File: src/rtl/spi_pkg.sv
// Shared types and helpers for the generic SPI master.
package spi_pkg;

  typedef enum logic [2:0] {
    IDLE,
    SETUP,
    XFER,
    TRAIL,
    HOLD,
    DONE
  } spi_state_t;

  typedef struct packed {
    logic cpol;
    logic cpha;
    logic lsb_first;
  } spi_mode_t;

  // Word bit position carrying serial bit number n of a width-bit word.
  function automatic int unsigned bit_sel(input logic lsb_first,
                                          input int unsigned n,
                                          input int unsigned width);
    return lsb_first ? n : (width - 1 - n);
  endfunction

endpackage

File: src/rtl/spi_clk_gen.sv
// SCLK generator: half-period counter, SCLK level and edge strobes.
module spi_clk_gen #(
  parameter int unsigned CLK_DIV = 16
) (
  input  logic clk,
  input  logic rst,
  input  logic en,
  input  logic clr,
  input  logic toggle_en,
  input  logic track,
  input  logic cpol_in,
  input  logic cpol_lat,
  output logic sclk,
  output logic tick,
  output logic toggle,
  output logic lead,
  output logic trail
);

  localparam int unsigned CW = $clog2(CLK_DIV);
  localparam logic [CW-1:0] LAST = CW'(CLK_DIV - 1);

  logic [CW-1:0] cnt;

  // Terminal-count strobe; leading edge leaves the idle level, trailing returns to it.
  always_comb begin
    tick   = en && (cnt == LAST);
    toggle = tick && toggle_en;
    lead   = toggle && (sclk == cpol_lat);
    trail  = toggle && (sclk != cpol_lat);
  end

  // Half-period counter, wraps at CLK_DIV-1.
  always_ff @(posedge clk) begin
    if (rst || clr) begin
      cnt <= '0;
    end else if (en) begin
      cnt <= tick ? '0 : cnt + CW'(1);
    end
  end

  // SCLK follows the idle level when tracking, otherwise toggles at terminal count.
  always_ff @(posedge clk) begin
    if (rst) begin
      sclk <= 1'b0;
    end else if (track) begin
      sclk <= cpol_in;
    end else if (toggle) begin
      sclk <= ~sclk;
    end
  end

endmodule

File: src/rtl/spi_master_gen.sv
// Parametrised full-duplex SPI master with level enable / finish handshake.
module spi_master_gen
  import spi_pkg::*;
#(
  parameter int unsigned DATA_W  = 8,
  parameter int unsigned CLK_DIV = 16,
  parameter int unsigned CS_HOLD = 4,
  parameter int unsigned NUM_CS  = 1
) (
  input  logic                                          CLK,
  input  logic                                          RST,
  input  logic                                          SPI_EN,
  input  logic [DATA_W-1:0]                             TX_DATA,
  input  logic [((NUM_CS > 1) ? $clog2(NUM_CS) : 1)-1:0] CS_SEL,
  input  logic                                          CPOL,
  input  logic                                          CPHA,
  input  logic                                          LSB_FIRST,
  input  logic                                          MISO,
  output logic [NUM_CS-1:0]                             CS_N,
  output logic                                          SCLK,
  output logic                                          MOSI,
  output logic [DATA_W-1:0]                             RX_DATA,
  output logic                                          BUSY,
  output logic                                          SPI_FIN
);

  localparam int unsigned IW = (DATA_W > 1) ? $clog2(DATA_W) : 1;
  localparam int unsigned TW = $clog2(2 * DATA_W + 1);
  localparam int unsigned HW = $clog2(CS_HOLD + 1);

  if (DATA_W < 1 || DATA_W > 32) begin : g_chk_data_w
    $error("spi_master_gen: DATA_W must be in 1..32");
  end
  if (CLK_DIV < 2) begin : g_chk_clk_div
    $error("spi_master_gen: CLK_DIV must be >= 2");
  end
  if (CS_HOLD < 1) begin : g_chk_cs_hold
    $error("spi_master_gen: CS_HOLD must be >= 1");
  end
  if (NUM_CS < 1 || NUM_CS > 8) begin : g_chk_num_cs
    $error("spi_master_gen: NUM_CS must be in 1..8");
  end

  spi_state_t        state;
  spi_mode_t         mode;
  logic [DATA_W-1:0] tx_lat;
  logic [DATA_W-1:0] rx_sh;
  logic [TW-1:0]     tcnt;
  logic [HW-1:0]     hcnt;

  logic              run;
  logic              shifting;
  logic              track;
  logic              tick;
  logic              toggle;
  logic              lead;
  logic              trail;
  logic              sclk_int;

  int unsigned       cur_bit;
  logic [IW-1:0]     cur_idx;
  logic [IW-1:0]     nxt_idx;
  logic [IW-1:0]     first_idx;
  logic              last_bit;
  logic [NUM_CS-1:0] sel_mask;

  // Clock-generator controls; SCLK re-tracks CPOL on any edge that lands in IDLE.
  always_comb begin
    run      = (state == SETUP) || (state == XFER) || (state == TRAIL);
    shifting = (state == SETUP) || (state == XFER);
    track    = (state == IDLE) || ((state == DONE) && !SPI_EN);
  end

  spi_clk_gen #(
    .CLK_DIV(CLK_DIV)
  ) u_clk_gen (
    .clk      (CLK),
    .rst      (RST),
    .en       (run),
    .clr      (state == IDLE),
    .toggle_en(shifting),
    .track    (track),
    .cpol_in  (CPOL),
    .cpol_lat (mode.cpol),
    .sclk     (sclk_int),
    .tick     (tick),
    .toggle   (toggle),
    .lead     (lead),
    .trail    (trail)
  );

  assign SCLK = sclk_int;

  // Bit indices: each SCLK period (pair of toggles) carries one serial bit.
  // Out-of-range selects shift the one-hot past the top, so no CS asserts.
  always_comb begin
    cur_bit   = 32'(tcnt >> 1);
    cur_idx   = IW'(bit_sel(mode.lsb_first, cur_bit, DATA_W));
    nxt_idx   = IW'(bit_sel(mode.lsb_first, cur_bit + 1, DATA_W));
    first_idx = IW'(bit_sel(LSB_FIRST, 0, DATA_W));
    last_bit  = (cur_bit == DATA_W - 1);
    sel_mask  = NUM_CS'(1) << CS_SEL;
  end

  // Transfer FSM with registered CS_N, MOSI, RX_DATA, BUSY and SPI_FIN.
  always_ff @(posedge CLK) begin
    if (RST) begin
      state   <= IDLE;
      mode    <= '0;
      tx_lat  <= '0;
      rx_sh   <= '0;
      tcnt    <= '0;
      hcnt    <= '0;
      CS_N    <= '1;
      MOSI    <= 1'b1;
      RX_DATA <= '0;
      BUSY    <= 1'b0;
      SPI_FIN <= 1'b0;
    end else begin
      case (state)
        IDLE: begin
          CS_N    <= '1;
          MOSI    <= 1'b1;
          BUSY    <= 1'b0;
          SPI_FIN <= 1'b0;
          if (SPI_EN) begin
            tx_lat <= TX_DATA;
            mode   <= '{cpol: CPOL, cpha: CPHA, lsb_first: LSB_FIRST};
            rx_sh  <= '0;
            tcnt   <= '0;
            hcnt   <= '0;
            CS_N   <= ~sel_mask;
            MOSI   <= CPHA ? 1'b1 : TX_DATA[first_idx];
            BUSY   <= 1'b1;
            state  <= SETUP;
          end
        end

        SETUP, XFER: begin
          if (toggle) begin
            tcnt <= tcnt + TW'(1);
            if (lead) begin
              if (mode.cpha) MOSI <= tx_lat[cur_idx];
              else           rx_sh[cur_idx] <= MISO;
            end
            if (trail) begin
              if (mode.cpha)      rx_sh[cur_idx] <= MISO;
              else if (!last_bit) MOSI <= tx_lat[nxt_idx];
            end
            state <= (tcnt == TW'(2 * DATA_W - 1)) ? TRAIL : XFER;
          end
        end

        TRAIL: begin
          hcnt <= '0;
          if (tick) state <= HOLD;
        end

        HOLD: begin
          if (hcnt == HW'(CS_HOLD - 1)) begin
            CS_N    <= '1;
            MOSI    <= 1'b1;
            RX_DATA <= rx_sh;
            SPI_FIN <= 1'b1;
            state   <= DONE;
          end else begin
            hcnt <= hcnt + HW'(1);
          end
        end

        DONE: begin
          if (!SPI_EN) begin
            SPI_FIN <= 1'b0;
            BUSY    <= 1'b0;
            state   <= IDLE;
          end
        end

        default: state <= IDLE;
      endcase
    end
  end

endmodule
File: config.mk
export PLATFORM = sky130hd
export DESIGN_NAME = spi_master_gen
export DESIGN_NICKNAME = d
export VERILOG_FILES = /design/src/rtl/spi_pkg.sv /design/src/rtl/spi_clk_gen.sv /design/src/rtl/spi_master_gen.sv
export SDC_FILE = /design/constraint.sdc
export NUM_CORES = 1
export LEC_CHECK = 0
export ABC_AREA = 1
export BUFFER_PORTS_ARGS = -buffer_cell sky130_fd_sc_hd__buf_2
export CAP_MARGIN = 20
export CORE_ASPECT_RATIO = 0.5
export CORE_MARGIN = 10
export CORE_UTILIZATION = 45
export CTS_BUF_LIST = sky130_fd_sc_hd__clkbuf_8
export CTS_CLUSTER_DIAMETER = 200
export DETAILED_ROUTE_END_ITERATION = 8
export PLACE_DENSITY = 0.66
export SYNTH_ARGS = -nofsm -noshare
export SYNTH_HDL_FRONTEND = slang
export SYNTH_SLANG_ARGS = --single-unit
File: constraint.sdc
create_clock -name CLK -period 4 [get_ports CLK]
set_input_delay 0.2 -clock CLK [delete_from_list [all_inputs] [get_ports CLK]]
set_output_delay 0.2 -clock CLK [all_outputs]
set_load 0.05 [all_outputs]
==> run summary <==
Crit Path Class: flop to flop
Mapped Cells: 354
CTS tree: built
area of the multi-input gates: 0.00136 mm2
CP max FO: 12
clk_skew: 0.0138 ns
Synth Net Count: 376
maximum number of pins on one net before global-route repair: 24
Slew headroom: 51.3%
placed cell areas: 0.00270 mm2
VDD IR max: 244 uV
router iterations before antenna repair: 4
Hold Crit Class: primary input to flop
Skew-Pair Late Insertion Delay: 0.30 ns
CP max stage delay: 0.52 ns
Sink Count: 47
Placed Cells: 444
Initial Utilization: 46.6%
Pleak: 1.25 nW
Final nets: 400
worst r2r path cells: 9
Detailed Place HPWL: 4840 um
CP endpoint: hcnt[0]
FF-to-FF Start: state[0]
DR WL/cell: 14.1 um
TritonCTS buffer count: 5
finished layout cell area: 0.00281 mm2
GRT overflow: 0
R2R Setup Slk: 1.83 ns
Synth top area share: 36.7%
Tmin final: 2.17 ns
die footprint: 0.00929 mm2
status: complete, no violations
Area Growth Syn to Fin: 9.57%
Total Routed Length: 6360 um
Worst Setup Start Kind: flop
clk root buf: clkbuf_8
Power, Total: 1.10 mW
Yosys warnings: 0
DRC: 0
post-route ant nets: 0
Vias/cell: 5.13
Final Cycle Share: 54.2%
Fin. Hold Viols: 0
fraction of layout cells with a size suffix above 1: 14.6%
via count: 2315
Unique masters post-synth: 42
CTS Hold Buffers Added: 0
Setup Viol. Count Final: 0
CP top delay family: simple AND/OR/NAND/NOR gates
Netlist Area Pre-Place: 0.00256 mm2
total core area: 0.00549 mm2
sequential fraction of the synthesis area: 36.7%
worst slew pin tran: 0.729 ns
RSZ-0062 raised after global routing: false
vias in the first global route: 2214
die span in x: 127 um
arrival time worst endpoint: 2.37 ns
power per cell area: 392 mW/mm2
CP endpoint kind: flop
GP Congestion: 0.887
Post-synth ARST share: 0%
row cnt: 19
Post-CTS Setup Bufs: 0
Slowest-stage cell, CP: nor2_1
crit path cell chain: inv_1 -> nand2_8 -> nor2_4 -> inv_1 -> nor2_1 -> inv_2 -> o211ai_2 -> a21oi_1 -> a211oi_1
Synth Flop Type: dfxtp_1
initial antenna violation count: 0
Synth area leaders: dfxtp_1 37%, nand2_1 12%, a21oi_1 8.0%, nand3_1 6.4%, inv_1 5.4%
most frequent CP cell: inv_1
#FFs+latches synth: 47
ant diodes: 0
cells resized by post-CTS repair: 0
first-pass GRT wire length: 10600 um
fill count: 543
setup TNS: 0 ns
Max Freq: 461 MHz
Clock Path Buffers: 2
EDFF count, synth: 0
I/O pins: 29
clk slew on worst S/H paths: 0.09 ns
H-tree depth: 2
Levels on crit path: 9
# Max-Cap Violations: 0
Register Area: 941 um2
Final Util: 51.1%
CP required: 4.20 ns
Port Buf Inserts: 28
crit path launch: state[0]
Synth area leader: dfxtp_1
Buf+Inv Stages, Crit Path: 3
DR iter-0 viols: 203
total track usage: 13.8%
Mean Syn Cell Area: 7.24 um2
Post-Layout Cell Count: 451
max-slew violation count: 0
reg2reg end: hcnt[0]
die height: 73.3 um
[layout by cell type, fill, tap and decap left out, types with 2 or more instances in the layout]
master / Yosys / layout
nor3_1: 3 / 3
xnor2_1: 5 / 5
o21ai_0: 22 / 22
dfxtp_1: 47 / 47
a21oi_1: 41 / 41
a211oi_1: 3 / 3
clkbuf_8: 3 / 5
inv_2: 3 / 3
ha_1: 6 / 6
nor2_2: 3 / 3
nand2_8: 2 / 2
nor2_1: 31 / 31
inv_1: 37 / 37
nor2_4: 3 / 3
xor2_1: 3 / 3
buf_2: 1 / 28
and3_1: 2 / 2
nand3_1: 33 / 33
nand2_1: 79 / 79
nor4_1: 2 / 2
[state kept, by name (all words and copies together) (netlist names)]
name / count
RX_DATA: 8
mode: 3
u_clk_gen.sclk: 1
hcnt: 3
tcnt: 5
state: 3
MOSI: 1
u_clk_gen.cnt: 4
CS_N: 1
BUSY: 1
SPI_FIN: 1
rx_sh: 8
tx_lat: 8
[how the worst min path moves through the flow]
stage | slack, ns | from | depth (start not counted) | to
floorplan | 0.35 | CS_SEL | 2 | CS_N
global placement | 0.45 | BUSY | 2 | BUSY
detailed placement | 0.46 | BUSY | 2 | BUSY
CTS | 0.16 | CS_SEL | 3 | CS_N
global route | 0.15 | CS_SEL | 3 | CS_N
finish | 0.17 | CPOL | 3 | mode[2]
[cell usage after synthesis, types with 5 or more instances]
cell / n
a21oi_1: 41
dfxtp_1: 47
ha_1: 6
inv_1: 37
nand2_1: 79
nand3_1: 33
nor2_1: 31
o21ai_0: 22
xnor2_1: 5
[power by group]
| group | internal, mW | total (mW) | switching [mW] | leakage (nW) |
|---|---|---|---|---|
| logic | 0.0734 | 0.247 | 0.174 | 0.814 |
| clock network | 0.183 | 0.343 | 0.160 | 0.0502 |
| registers | 0.491 | 0.508 | 0.0175 | 0.382 |
[logic make-up after synthesis]
logic type	Yosys count	synth area share, %
DFF	47	36.7
and+or+nand+nor	165	31.1
buffers and inverters	53	10.1
xor gates and xnor gates	8	2.74
muxes	1	0.879
adders and majority gates	6	2.93
AOI/OAI and AO/OA	74	15.6
[worst min-delay path, cell delays in order]
cell     delay, ns
buf_2         0.10
nand3_1       0.07
a21oi_1       0.06
[area by class of cell]
class | count | area share, %
clock inverter | 2 | 1.34
timing repair buffer | 28 | 4.99
sequential | 47 | 33.5
multi-input combinational | 254 | 48.6
tap | 73 | 3.25
clock buffer | 5 | 2.45
inverter | 42 | 5.88
[metal layers]
layer	vias to the layer above	global-route usage, %	wire length (um)
met1	1047	18.4	3090
met3	4	3.16	427
met4	0	3.76	51
li1	1210	-	-
met2	54	22.0	2790
met5	-	0	0
[metrics by stage]
stage / hold slack [ns] / setup WS [ns]
after floorplan: 0.348 / 2.31
after global placement: 0.451 / 2.08
after detailed placement: 0.458 / 1.89
after CTS: 0.160 / 1.87
after global routing: 0.153 / 1.62
final: 0.168 / 1.83
Power figures use the tool's default switching activity.
